<file path="config.mk">
export PLATFORM = sky130hd
export DESIGN_NAME = csram_bank_arbiter_flat
export DESIGN_NICKNAME = d
export VERILOG_FILES = /design/src/rtl/csram_bank_arbiter_if.sv /design/src/rtl/csram_bank_arbiter.sv /design/src/flat_wrapper.sv
export SDC_FILE = /design/constraint.sdc
export NUM_CORES = 1
export LEC_CHECK = 0
export CAP_MARGIN = 20
export CORE_AREA = 5 5 218 220
export DETAILED_ROUTE_END_ITERATION = 7
export DIE_AREA = 0 0 223 225
export GPL_ROUTABILITY_DRIVEN = 0
export PLACE_DENSITY_LB_ADDON = 0.25
export SYNTH_ARGS = -nofsm -noshare
export SYNTH_HDL_FRONTEND = slang
export SYNTH_SLANG_ARGS = --single-unit
</file>
<file path="constraint.sdc">
create_clock -name clk_i -period 5.5 [get_ports clk_i]
set_input_delay 1.1 -clock clk_i [delete_from_list [all_inputs] [get_ports clk_i]]
set_output_delay 1.1 -clock clk_i [all_outputs]
set_load 0.005 [all_outputs]
</file>
<file path="src/rtl/csram_bank_arbiter_if.sv">
// Requester-side and bank-side signal bundle for csram_bank_arbiter.
// The slave modport is the arbiter; the master modport is everything around it (requesters and SRAM banks).
interface csram_bank_arbiter_if #(
    parameter int unsigned BANK_AW = 10
);
    localparam int unsigned AW = BANK_AW + 2;

    logic [2:0]           req_i;
    logic [2:0]           req_we_i;
    logic [3*AW-1:0]      req_addr_i;
    logic [95:0]          req_wdata_i;
    logic [11:0]          req_wstrb_i;
    logic [2:0]           req_gnt_o;
    logic [2:0]           rsp_valid_o;
    logic [95:0]          rsp_rdata_o;
    logic [3:0]           bank_cs_o;
    logic [15:0]          bank_wen_o;
    logic [4*BANK_AW-1:0] bank_addr_o;
    logic [127:0]         bank_wdata_o;
    logic [127:0]         bank_rdata_i;

    modport master (
        output req_i, req_we_i, req_addr_i, req_wdata_i, req_wstrb_i, bank_rdata_i,
        input  req_gnt_o, rsp_valid_o, rsp_rdata_o,
        input  bank_cs_o, bank_wen_o, bank_addr_o, bank_wdata_o
    );

    modport slave (
        input  req_i, req_we_i, req_addr_i, req_wdata_i, req_wstrb_i, bank_rdata_i,
        output req_gnt_o, rsp_valid_o, rsp_rdata_o,
        output bank_cs_o, bank_wen_o, bank_addr_o, bank_wdata_o
    );
endinterface

</file>
<file path="src/rtl/csram_bank_arbiter.sv">
// Per-bank arbiter sharing four 32-bit CSRAM banks among debug (0), DMA write (1) and DMA read (2),
// with starvation override for the DMA requesters and fixed one-cycle read-data return.
module csram_bank_arbiter #(
    parameter int unsigned BANK_AW      = 10,
    parameter int unsigned STARVE_LIMIT = 8
) (
    input logic                 clk_i,
    input logic                 rst_i,
    csram_bank_arbiter_if.slave bus
);
    localparam int unsigned AW = BANK_AW + 2;

    logic [1:0] req_bank   [3];
    logic [2:0] hit        [4];
    logic [1:0] starve_hit [4];
    logic [1:0] win        [4];
    logic [3:0] win_vld;
    logic [2:0] gnt;
    logic [3:0] rr;
    logic [7:0] starve_cnt [2];
    logic [1:0] starving;
    logic [2:0] rsp_valid;
    logic [1:0] rsp_bank   [3];

    always_comb begin
        for (int unsigned i = 0; i < 3; i++) begin
            req_bank[i] = bus.req_addr_i[i*AW+BANK_AW +: 2];
        end
        for (int unsigned i = 0; i < 2; i++) begin
            starving[i] = (starve_cnt[i] == 8'(STARVE_LIMIT));
        end
    end

    // rr[b]=0 favours requester 1, rr[b]=1 favours requester 2.
    always_comb begin
        gnt     = '0;
        win_vld = '0;
        for (int unsigned b = 0; b < 4; b++) begin
            win[b] = '0;
            for (int unsigned i = 0; i < 3; i++) begin
                hit[b][i] = bus.req_i[i] && (req_bank[i] == 2'(b));
            end
            starve_hit[b] = {hit[b][2] & starving[1], hit[b][1] & starving[0]};
            if (starve_hit[b] == 2'b11)
                win[b] = rr[b] ? 2'd2 : 2'd1;
            else if (starve_hit[b][0])
                win[b] = 2'd1;
            else if (starve_hit[b][1])
                win[b] = 2'd2;
            else if (hit[b][0])
                win[b] = 2'd0;
            else if (hit[b][1] && hit[b][2])
                win[b] = rr[b] ? 2'd2 : 2'd1;
            else if (hit[b][1])
                win[b] = 2'd1;
            else
                win[b] = 2'd2;
            win_vld[b] = |hit[b];
            if (win_vld[b])
                gnt[win[b]] = 1'b1;
        end
    end

    always_comb begin
        bus.req_gnt_o    = gnt;
        bus.bank_cs_o    = '0;
        bus.bank_wen_o   = '0;
        bus.bank_addr_o  = '0;
        bus.bank_wdata_o = '0;
        for (int unsigned b = 0; b < 4; b++) begin
            if (win_vld[b]) begin
                bus.bank_cs_o[b]                   = 1'b1;
                bus.bank_addr_o[b*BANK_AW +: BANK_AW] = bus.req_addr_i[int'(win[b])*AW +: BANK_AW];
                bus.bank_wdata_o[b*32 +: 32]       = bus.req_wdata_i[int'(win[b])*32 +: 32];
                bus.bank_wen_o[b*4 +: 4]           = bus.req_we_i[win[b]] ?
                                                     bus.req_wstrb_i[int'(win[b])*4 +: 4] : 4'b0000;
            end
        end
    end

    always_ff @(posedge clk_i or posedge rst_i) begin
        if (rst_i) begin
            rr         <= '0;
            rsp_valid  <= '0;
            for (int unsigned i = 0; i < 2; i++) starve_cnt[i] <= '0;
            for (int unsigned i = 0; i < 3; i++) rsp_bank[i]   <= '0;
        end else begin
            for (int unsigned b = 0; b < 4; b++) begin
                if (win_vld[b] && win[b] != 2'd0)
                    rr[b] <= (win[b] == 2'd1);
            end
            for (int unsigned i = 0; i < 2; i++) begin
                if (!bus.req_i[i+1] || gnt[i+1])
                    starve_cnt[i] <= '0;
                else if (!starving[i])
                    starve_cnt[i] <= starve_cnt[i] + 8'd1;
            end
            rsp_valid <= gnt & ~bus.req_we_i;
            for (int unsigned i = 0; i < 3; i++) rsp_bank[i] <= req_bank[i];
        end
    end

    always_comb begin
        bus.rsp_valid_o = rsp_valid;
        bus.rsp_rdata_o = '0;
        for (int unsigned i = 0; i < 3; i++) begin
            if (rsp_valid[i])
                bus.rsp_rdata_o[i*32 +: 32] = bus.bank_rdata_i[int'(rsp_bank[i])*32 +: 32];
        end
    end
endmodule

</file>
<file path="src/flat_wrapper.sv">
// flat-port wrapper written by rule: the top's interface ports become plain ports
module csram_bank_arbiter_flat 
#(
    parameter int unsigned BANK_AW      = 10,
    parameter int unsigned STARVE_LIMIT = 8
)
  (clk_i, rst_i, bus_req_i, bus_req_we_i, bus_req_addr_i, bus_req_wdata_i, bus_req_wstrb_i, bus_bank_rdata_i, bus_req_gnt_o, bus_rsp_valid_o, bus_rsp_rdata_o, bus_bank_cs_o, bus_bank_wen_o, bus_bank_addr_o, bus_bank_wdata_o);
  csram_bank_arbiter_if #(.BANK_AW(BANK_AW)) bus_i ();
  input logic clk_i;
  input logic rst_i;
  input wire logic [$bits(bus_i.req_i)-1:0] bus_req_i;
  input wire logic [$bits(bus_i.req_we_i)-1:0] bus_req_we_i;
  input wire logic [$bits(bus_i.req_addr_i)-1:0] bus_req_addr_i;
  input wire logic [$bits(bus_i.req_wdata_i)-1:0] bus_req_wdata_i;
  input wire logic [$bits(bus_i.req_wstrb_i)-1:0] bus_req_wstrb_i;
  input wire logic [$bits(bus_i.bank_rdata_i)-1:0] bus_bank_rdata_i;
  output wire logic [$bits(bus_i.req_gnt_o)-1:0] bus_req_gnt_o;
  output wire logic [$bits(bus_i.rsp_valid_o)-1:0] bus_rsp_valid_o;
  output wire logic [$bits(bus_i.rsp_rdata_o)-1:0] bus_rsp_rdata_o;
  output wire logic [$bits(bus_i.bank_cs_o)-1:0] bus_bank_cs_o;
  output wire logic [$bits(bus_i.bank_wen_o)-1:0] bus_bank_wen_o;
  output wire logic [$bits(bus_i.bank_addr_o)-1:0] bus_bank_addr_o;
  output wire logic [$bits(bus_i.bank_wdata_o)-1:0] bus_bank_wdata_o;
  assign bus_i.req_i = bus_req_i;
  assign bus_i.req_we_i = bus_req_we_i;
  assign bus_i.req_addr_i = bus_req_addr_i;
  assign bus_i.req_wdata_i = bus_req_wdata_i;
  assign bus_i.req_wstrb_i = bus_req_wstrb_i;
  assign bus_i.bank_rdata_i = bus_bank_rdata_i;
  assign bus_req_gnt_o = bus_i.req_gnt_o;
  assign bus_rsp_valid_o = bus_i.rsp_valid_o;
  assign bus_rsp_rdata_o = bus_i.rsp_rdata_o;
  assign bus_bank_cs_o = bus_i.bank_cs_o;
  assign bus_bank_wen_o = bus_i.bank_wen_o;
  assign bus_bank_addr_o = bus_i.bank_addr_o;
  assign bus_bank_wdata_o = bus_i.bank_wdata_o;
  csram_bank_arbiter #(.BANK_AW(BANK_AW), .STARVE_LIMIT(STARVE_LIMIT)) u_core (.clk_i(clk_i), .rst_i(rst_i), .bus(bus_i));
endmodule
</file>
Word-level counts from Yosys, hierarchy flattened
Index checks and enable logic that the tools add are counted.
- bits in registers: 29
- output and inout port bits: 290
- bitwise operators: 13
- multiply operators: 4
- reductions and logical operators: 39
- multiplexer cells: 75
- shifts and indexed selects: 15
- eq/ne operators: 21
- $add $sub $neg: 2
- $lt $le $gt $ge: 8
- operators by type and width (cell ; number):
    $shiftx 128x8->32 ; 3
    $shiftx 96x8->32 ; 4
    $mux 32 ; 7
    $shiftx 36x7->10 ; 4
    $mux 2 ; 28
    $shiftx 12x5->4 ; 4
    $mux 10 ; 4
    $mux 4 ; 8
    $mux 8 ; 4
    $logic_and 1x1->1 ; 24
    $eq 2x2->1 const B ; 10
    $add 8x1->8 const B ; 2
    $eq 8x4->1 const B ; 2
    $mul 2x2->4 const B ; 4
    $eq 2x1->1 const B ; 7
    $lt 2x3->1 const B ; 4
    $mux 1 ; 12
    $mux 3 ; 4
    $reduce_or 3->1 ; 4
    $or 3x3->3 ; 3
    $and 1x1->1 ; 8
    $bmux 1 s2 ; 4
    $demux 1 s2 ; 4
    $ge 2x1->1 const B ; 4
    other kinds (7) ; 15

Longest topological paths before layout
Gate-level depths: netlist of the first run.
- depth after elaboration: 21
- gate-level depth with buffers: 11
- gate-level depth less buffers: 8

Least setup slack after synthesis of the first run
No wires, ideal clock.
- path kind: in2out
- from: input port bus_req_i[1]
- to: output port bus_bank_wen_o[0]
- cell stages on the path: 9
- setup slack: 1.700 ns
- data arrival time: 2.700 ns
- path through: clkbuf_1 -> nor3b_1 -> nand3_1 -> a31oi_1 -> o21a_1 -> clkbuf_1 -> clkbuf_1 -> nand3_1 -> o211a_1
- longest elaborated chain between the ends: 11
- elaborated cells on any way between the ends: 16
- RTL lines (element ; RTL line ; text):
    start, declared ; flat_wrapper.sv:11 ; input wire logic [$bits(bus_i.req_i)-1:0] bus_req_i;
    $logic_and 1x1->1 * ; csram_bank_arbiter.sv:41 ; hit[b][i] = bus.req_i[i] && (req_bank[i] == 2'(b));
    branches (longest 9 deep; another with $shiftx 12x5->4) ; - ;
    $mux 4 * ; csram_bank_arbiter.sv:71 ; if (win_vld[b]) begin
    end, declared ; flat_wrapper.sv:21 ; output wire logic [$bits(bus_i.bank_wen_o)-1:0] bus_bank_wen_o;
Every way passes the cells marked *. The select of a mux whose other input is x is not followed.

Final worst setup path of the first run
- from: input port bus_req_i[2]
- to: output port bus_bank_wdata_o[11]
- longest elaborated chain between the ends: 9
- elaborated cells on any way between the ends: 12
- RTL lines (element ; RTL line ; text):
    $logic_and 1x1->1 * ; csram_bank_arbiter.sv:41 ;
    $logic_and 1x1->1 ; csram_bank_arbiter.sv:52 ; else if (hit[b][1] && hit[b][2])
    $mux 2 ; csram_bank_arbiter.sv:52 ;
    $mux 2 ; csram_bank_arbiter.sv:50 ; else if (hit[b][0])
    $mux 2 ; csram_bank_arbiter.sv:48 ; else if (starve_hit[b][1])
    $mux 2 ; csram_bank_arbiter.sv:46 ; else if (starve_hit[b][0])
    $mux 2 ; csram_bank_arbiter.sv:44 ; if (starve_hit[b] == 2'b11)
    $shiftx 96x8->32 ; csram_bank_arbiter.sv:74 ; bus.bank_wdata_o[b*32 +: 32] = bus.req_wdata_i[int'(win[b])*32 +: 32];
    $mux 32 * ; csram_bank_arbiter.sv:71 ;
    end, declared ; flat_wrapper.sv:23 ; output wire logic [$bits(bus_i.bank_wdata_o)-1:0] bus_bank_wdata_o;
Every way passes the cells marked *; elsewhere a longest branch is shown, timed or not.

==> results of run 1 <==
[worst paths after layout]
check | startpoint | end | slack (ns) | cells past startpoint
worst max-delay path | bus_req_i[2] | bus_bank_wdata_o[11] | 0.13 | 9
worst min-delay path | u_core.rr[2]$_DFFE_PP0P_ | u_core.rr[2]$_DFFE_PP0P_ | 0.58 | 2
worst max register to register | u_core.starve_cnt[8]$_DFFE_PP0P_ | u_core.bus.rsp_valid_o[0]$_DFF_PP0_ | 2.47 | 9
worst min register to register | u_core.rr[2]$_DFFE_PP0P_ | u_core.rr[2]$_DFFE_PP0P_ | 0.58 | 2
max in group asynchronous | rst_i | u_core.rsp_bank[2]$_DFF_PP0_ | 3.95 | 3
min in group asynchronous | rst_i | u_core.starve_cnt[3]$_DFFE_PP0P_ | 1.20 | 3
[state kept, by name, summed over array words and instances (netlist names)]
register,cells
u_core.bus.rsp_valid_o,3
u_core.rr,4
u_core.starve_cnt,16
u_core.rsp_bank,6
[per-stage QoR]
step	setup slack [ns]	hold slack [ns]	instance area (µm²)	util, %
after floorplan	1.70	0.511	8870	-
after global placement	-0.0628	0.560	15400	34.2
after detailed placement	0.238	0.569	15500	34.3
after CTS	0.226	0.579	15600	34.7
after global routing	0.0109	0.603	15700	34.8
final	0.134	0.581	15700	34.8
[metal layers]
| layer | vias to the layer above | share of wire, % | GRT usage [%] |
|---|---|---|---|
| met5 | - | 0.060 | 0 |
| met4 | 4 | 2.9 | 7.55 |
| met3 | 61 | 9.5 | 6.33 |
| li1 | 5196 | - | - |
| met2 | 643 | 50 | 37.0 |
| met1 | 5523 | 38 | 24.4 |
[report_power, final]
group | total, mW | switching, mW | internal [mW]
clock | 0.328 | 0.102 | 0.226
sequential | 0.264 | 0.0391 | 0.225
combinational | 1.33 | 0.578 | 0.749
total | 1.92 | 0.718 | 1.20
[final cells by class]
cell class	instances	area (µm²)	area share (%)
flip-flops and latches	29	729	4.65
clock buffers	6	139	0.884
multi-input cells	937	7660	48.8
clock inverters	2	37.5	0.239
diodes	12	30.0	0.191
well taps	600	751	4.78
repair buffers	624	6310	40.2
inverters	12	45.0	0.287
[cell families after synthesis]
| kind of cell | count (synthesis) | share of synthesized area, % |
|---|---|---|
| flip-flops | 29 | 8.18 |
| AO/OA/AOI/OAI | 245 | 18.7 |
| adder cells (fa/ha/maj) | 4 | 0.564 |
| multiplexers | 237 | 40.3 |
| buffers and inverters | 122 | 6.09 |
| XOR/XNOR | 12 | 1.18 |
| AND/OR/NAND/NOR | 439 | 25.0 |
[synth_stat cells (3+ instances only)]
cell type / n
o21ai_0: 65
and3b_1: 6
mux4_2: 96
o21a_1: 3
o211ai_1: 7
a21o_1: 5
buf_4: 10
nor3b_2: 3
ha_1: 4
a21boi_1: 4
a211oi_1: 46
mux2i_1: 140
clkbuf_1: 45
nor3b_1: 3
dfrtp_1: 29
buf_1: 19
a31oi_1: 4
a2bb2oi_1: 4
nand3b_1: 4
a21oi_1: 11
o21ai_1: 31
a22oi_1: 43
and2_1: 97
xnor2_1: 12
inv_1: 12
o211a_1: 9
nand3_1: 109
nor2_1: 69
nand2_1: 126
and3_1: 7
buf_2: 36
or3b_2: 3
[worst max-delay path, stage by stage]
cell and delay [ns]:
clkdlybuf4s50_1 0.49, buf_4 0.20, nor3b_1 0.66, o211ai_1 0.42, nand2_2 0.31, buf_4 0.26
nand3_1 0.09, nand2_1 0.16, clkdlybuf4s50_1 0.55
==> out/results.txt, run 1 <==
Status -> finished, final reports clean
IO Pins -> 570
Vias in the first global route -> 11500
Vias per cell -> 5.14
Post-synth ARST share -> 100%
Data required time of the worst path -> 4.40 ns
Worst-path fanout max -> 13
Area delta synth->final -> 77.0%
Fin. max-slew vios -> 0
Post-Route WL -> 57000 µm
Mapped Cells -> 1088
Fillers -> 4692
Power Density -> 122 nW/µm²
Synth top area share -> 24.4%
Gr ovfl total -> 0
Routed wire per std cell -> 25.7 µm
Top_reg_cell synth -> dfrtp_1
Clock Tree Root -> clkbuf_16
Clock sink total -> 29
Hold crit path type -> reg2reg
Global router's overall resource usage -> 21.1%
Max Cap Viol -> 0
Most frequent cells in the layout -> 569 x clkdlybuf4s50_1, 140 x mux2i_1, 125 x nand2_1
Die extent in y -> 225 µm
1st-iter DRT viols -> 895
Crit Path Class -> in2out
Hold_buf cts -> 0
Final setup vio count -> 0
Worst setup SP type -> input pin
Clk_lat worst skew -> 0.28 ns
Hold Vio Cnt, Final -> 0
Worst-path clk slew -> 0.06 ns
Drt pass-1 iters -> 7
Worst vdd ir -> 0.108 mV
Placed Cells -> 2201
Nets -> 1893
Clock Path Buffers -> 2
Ys Warns -> 0
Num CTS Buffers -> 5
Post-Synthesis Cell Area -> 8870 µm²
CP Capture Type -> primary output
Largest net degree at the start of global routing -> 49
First-pass GRT wire length -> 81700 µm
Sequential share of the synthesized area -> 8.18%
CTS HTree Levels -> 2
Distinct cells, synth -> 55
Core Rows -> 78
RSZ-0062 raised after global routing -> false
Worst slew margin -> 34.6%
Total power draw -> 1.92 mW
PortBufs -> 569
CTS tree -> yes
Clock skew -> 0.00706 ns
Minimum clock period -> 5.37 ns
Leak -> 5.83 nW
EDFF count, synth -> 0
Syn Nets -> 1372
Layout cell share with drive strength beyond 1 -> 12.0%
Initial core utilization -> 19.7%
Post-CTS Setup Repair Bufs -> 0
Commonest non-fill, non-tap cell in the layout -> clkdlybuf4s50_1
Final non-filler cell total -> 2222
Via count -> 11400
Core ar. -> 45100 µm²
Fin crit share -> 97.6%
DIE AREA -> 50200 µm²
Synth Register Bits -> 29
Ranking of synthesized cells by area -> mux4_2 24%, mux2i_1 16%, dfrtp_1 8.2%
Avg Cell Area, Syn -> 8.15 µm²
Worst-Margin Slew -> 0.981 ns
Drc violations -> 0
Cell taking the most area after synthesis -> mux4_2
Initial antenna violation count -> 14
Setup_tns -> 0 ns
Cts repair resizes -> 0
HPWL after detailed placement -> 44800 µm
Die width -> 223 µm
Antenna Nets Post-Route -> 0
Fmax -> 186 MHz
CP arrival -> 4.27 ns
No activity file was read; power rests on OpenSTA's default activity.
==> inputs of run 2 (changes only) <==
ABC_AREA = 1   (was default)
CORE_AREA = 5 5 216 218   (was 5 5 218 220)
DIE_AREA = 0 0 221 223   (was 0 0 223 225)
==> out/results.txt, run 2 <==
Post-Synthesis Cell Area -> 9210 µm² (+3.8%)
Synth Register Bits -> 29 (unchanged)
Worst-path fanout max -> 34 (+21)
Worst slew margin -> 31.6% (-3.0 points)
Hold crit path type -> reg2reg
HPWL after detailed placement -> 47900 µm (+6.9%)
First-pass GRT wire length -> 93400 µm (+14%)
Sequential share of the synthesized area -> 7.88% (-0.30 points)
Drc violations -> 0 (unchanged)
Bufs and invs on worst path -> 5 (+1)
Largest net degree at the start of global routing -> 90 (+84%)
Crit path cell chain -> clkdlybuf4s50_1, buf_4, nand3_1, inv_1, nor2_1, nand2_1, nand2_2, nand2_4, buf_4, o21ai_0, nor3_1, clkdlybuf4s50_1
Placed Cells -> 2801 (+27%)
Clock Tree Root -> clkbuf_16
R2r setup slk -> 2.73 ns (+0.26 ns)
Worst path max stage delay -> 0.60 ns (-0.06 ns)
Minimum clock period -> 5.26 ns (-0.105 ns)
CTS tree -> yes
Gr ovfl total -> 0 (unchanged)
Cts repair resizes -> 0 (unchanged)
Depth of the most critical reg-to-reg path -> 13 (+4)
Post-Route WL -> 63700 µm (+12%)
IO Pins -> 570 (unchanged)
Avg Cell Area, Syn -> 5.29 µm² (-35%)
Worst vdd ir -> 0.131 mV (+22%)
Final non-filler cell total -> 2816 (+27%)
Drt pass-1 iters -> 8 (+1)
Fin. max-slew vios -> 0 (unchanged)
Leak -> 6.18 nW (+6.1%)
Most frequent cells in the layout -> 569 x clkdlybuf4s50_1, 331 x a21oi_1, 310 x nand2_1
Die width -> 221 µm (-0.90%)
Nets -> 2493 (+32%)
Clock sink total -> 29 (unchanged)
Post-CTS Setup Repair Bufs -> 0 (unchanged)
Initial antenna violation count -> 9 (-5)
Fin crit share -> 95.7% (-1.9 points)
DIE AREA -> 49300 µm² (-1.8%)
Critical path depth -> 12 (+3)
Die extent in y -> 223 µm (-0.89%)
Family with the most delay on the worst path -> buffers and inverters
Core Rows -> 78 (unchanged)
Ys Warns -> 0 (unchanged)
Data required time of the worst path -> 4.40 ns (about the same)
CP Capture Type -> primary output
Distinct cells, synth -> 32 (-42%)
Fin util -> 35.0% (+0.20 points)
Max reg flops -> 16 (unchanged)
Syn Nets -> 2024 (+48%)
Via count -> 14800 (+30%)
Clk_lat worst skew -> 0.27 ns (about the same)
Ranking of synthesized cells by area -> a21oi_1 18%, nand2_1 13%, o21ai_0 11%
CP arrival -> 4.16 ns (-0.11 ns)
Clock Path Buffers -> 2 (unchanged)
Vias per cell -> 5.26 (+2.2%)
Most frequent cell after synthesis -> a21oi_1
Final setup vio count -> 0 (unchanged)
Cell taking the most area after synthesis -> a21oi_1
Worst-path clk slew -> 0.06 ns (about the same)
Hold Vio Cnt, Final -> 0 (unchanged)
Routed wire per std cell -> 22.6 µm (-12%)
Slowest-stage cell, CP -> clkdlybuf4s50_1
Total power draw -> 2.03 mW (+5.6%)
1st-iter DRT viols -> 1422 (+59%)
CTS HTree Levels -> 2 (unchanged)
Top cells by count, synth -> 331 x a21oi_1, 313 x nand2_1, 210 x o21ai_0
Max Cap Viol -> 0 (unchanged)
Crit Path Class -> in2out
Clock skew -> 0.00573 ns (-0.00133 ns)
Vias in the first global route -> 14200 (+24%)
Top_reg_cell synth -> dfrtp_1
Synth top area share -> 18.0% (-6.4 points)
Hold_buf cts -> 0 (unchanged)
Worst setup SP type -> input pin
EDFF count, synth -> 0 (unchanged)
Fillers -> 4939 (+5.3%)
Top reg by flops -> u_core.starve_cnt
Hold Crit Depth -> 2 (unchanged)
Post-synth ARST share -> 100% (unchanged)
Power Density -> 129 nW/µm² (+5.9%)
Commonest non-fill, non-tap cell in the layout -> clkdlybuf4s50_1
Antenna Nets Post-Route -> 0 (unchanged)
Core ar. -> 44700 µm² (-0.87%)
Area delta synth->final -> 70.0%
Biggest regs -> u_core.starve_cnt: 16 flops, u_core.rsp_bank: 6 flops, u_core.rr: 4 flops
Setup_tns -> 0 ns (unchanged)
Layout cell share with drive strength beyond 1 -> 6.65% (-5.3 points)
Fmax -> 190 MHz (+2.0%)
PortBufs -> 569 (unchanged)
RSZ-0062 raised after global routing -> false
Hold Worst Slack -> 0.487 ns (-0.0938 ns)
Status -> finished, final reports clean
Num CTS Buffers -> 5 (unchanged)
Initial core utilization -> 20.6% (+0.93 points)
Global router's overall resource usage -> 23.7% (+2.6 points)
Mapped Cells -> 1740 (+60%)
Worst-Margin Slew -> 1.02 ns (+0.0437 ns)
==> run 2: cell types whose count changed in the layout (fill, tap and decap cells not counted), moves of 96 or more <==
| cell | previous run | this run |
|---|---|---|
| a21oi_1 | 11 | 331 |
| mux2i_1 | 140 | 0 |
| o211ai_1 | 7 | 122 |
| nand2_1 | 125 | 310 |
| o21ai_0 | 65 | 210 |
| and2_1 | 96 | 0 |
| mux4_2 | 96 | 0 |
| inv_1 | 12 | 197 |
==> run 2: metal layers <==
metal  vias to the layer above  share of wire, %  track usage, %
met1                      6858                38            28.0
met4                         6               4.2            8.62
met5                         -             0.053               0
met3                       121               9.7            6.41
li1                       6934                 -               -
met2                       882                48            41.4
==> run 2: worst paths after layout <==
kind | from | endpoint
setup / recovery | bus_req_addr_i[10] | bus_bank_wdata_o[117]
hold / removal | u_core.rr[2]$_DFFE_PP0P_ | u_core.rr[2]$_DFFE_PP0P_
setup reg to reg | u_core.starve_cnt[8]$_DFFE_PP0P_ | u_core.starve_cnt[2]$_DFFE_PP0P_
hold reg to reg | u_core.rr[2]$_DFFE_PP0P_ | u_core.rr[2]$_DFFE_PP0P_
max in group asynchronous | rst_i | u_core.rsp_bank[4]$_DFF_PP0_
min in group asynchronous | rst_i | u_core.starve_cnt[9]$_DFFE_PP0P_
==> run 2: tightest hold or removal path, cell delays in order, from the launching register on <==
cell and delay [ns]:
dfrtp_1 0.35, nand2_1 0.06, nand2_1 0.05
==> run 2: logic make-up (layout without fill, tap and decap cells) <==
| group | count (synthesis) | in the layout | synth area share [%] |
|---|---|---|---|
| and+or+nand+nor | 557 | 558 | 26.4 |
| buffers and inverters | 362 | 831 | 16.4 |
| other | 0 | 6 | 0 |
| AOI/OAI and AO/OA | 775 | 775 | 47.5 |
| DFF | 29 | 29 | 7.88 |
| xor gates and xnor gates | 13 | 13 | 1.24 |
| adders and majority gates | 4 | 4 | 0.543 |
==> run 2: layout make-up <==
class	count	area (µm²)	share of cell area (%)
sequential	29	741	4.73
antenna	6	15.0	0.0959
clock inverter	1	5.00	0.0320
timing repair buffer	619	6210	39.7
clock buffer	7	153	0.975
inverter	204	766	4.89
multi-input combinational	1350	7020	44.8
tap	600	751	4.80
==> run 2: power breakdown <==
part | switching [mW] | internal (mW) | total (mW)
Combinational | 0.740 | 0.724 | 1.46
Clock | 0.0944 | 0.191 | 0.286
Sequential | 0.0495 | 0.226 | 0.275
Total | 0.884 | 1.14 | 2.03
==> run 2: metrics by stage <==
step / worst slack, ns / cell area [µm²]
finish: 0.239 / 15700
global route: 0.0491 / 15700
CTS: 0.0764 / 15600
detailed placement: 0.0989 / 15500
global placement: 0.139 / 15500
floorplan: 2.07 / 9210
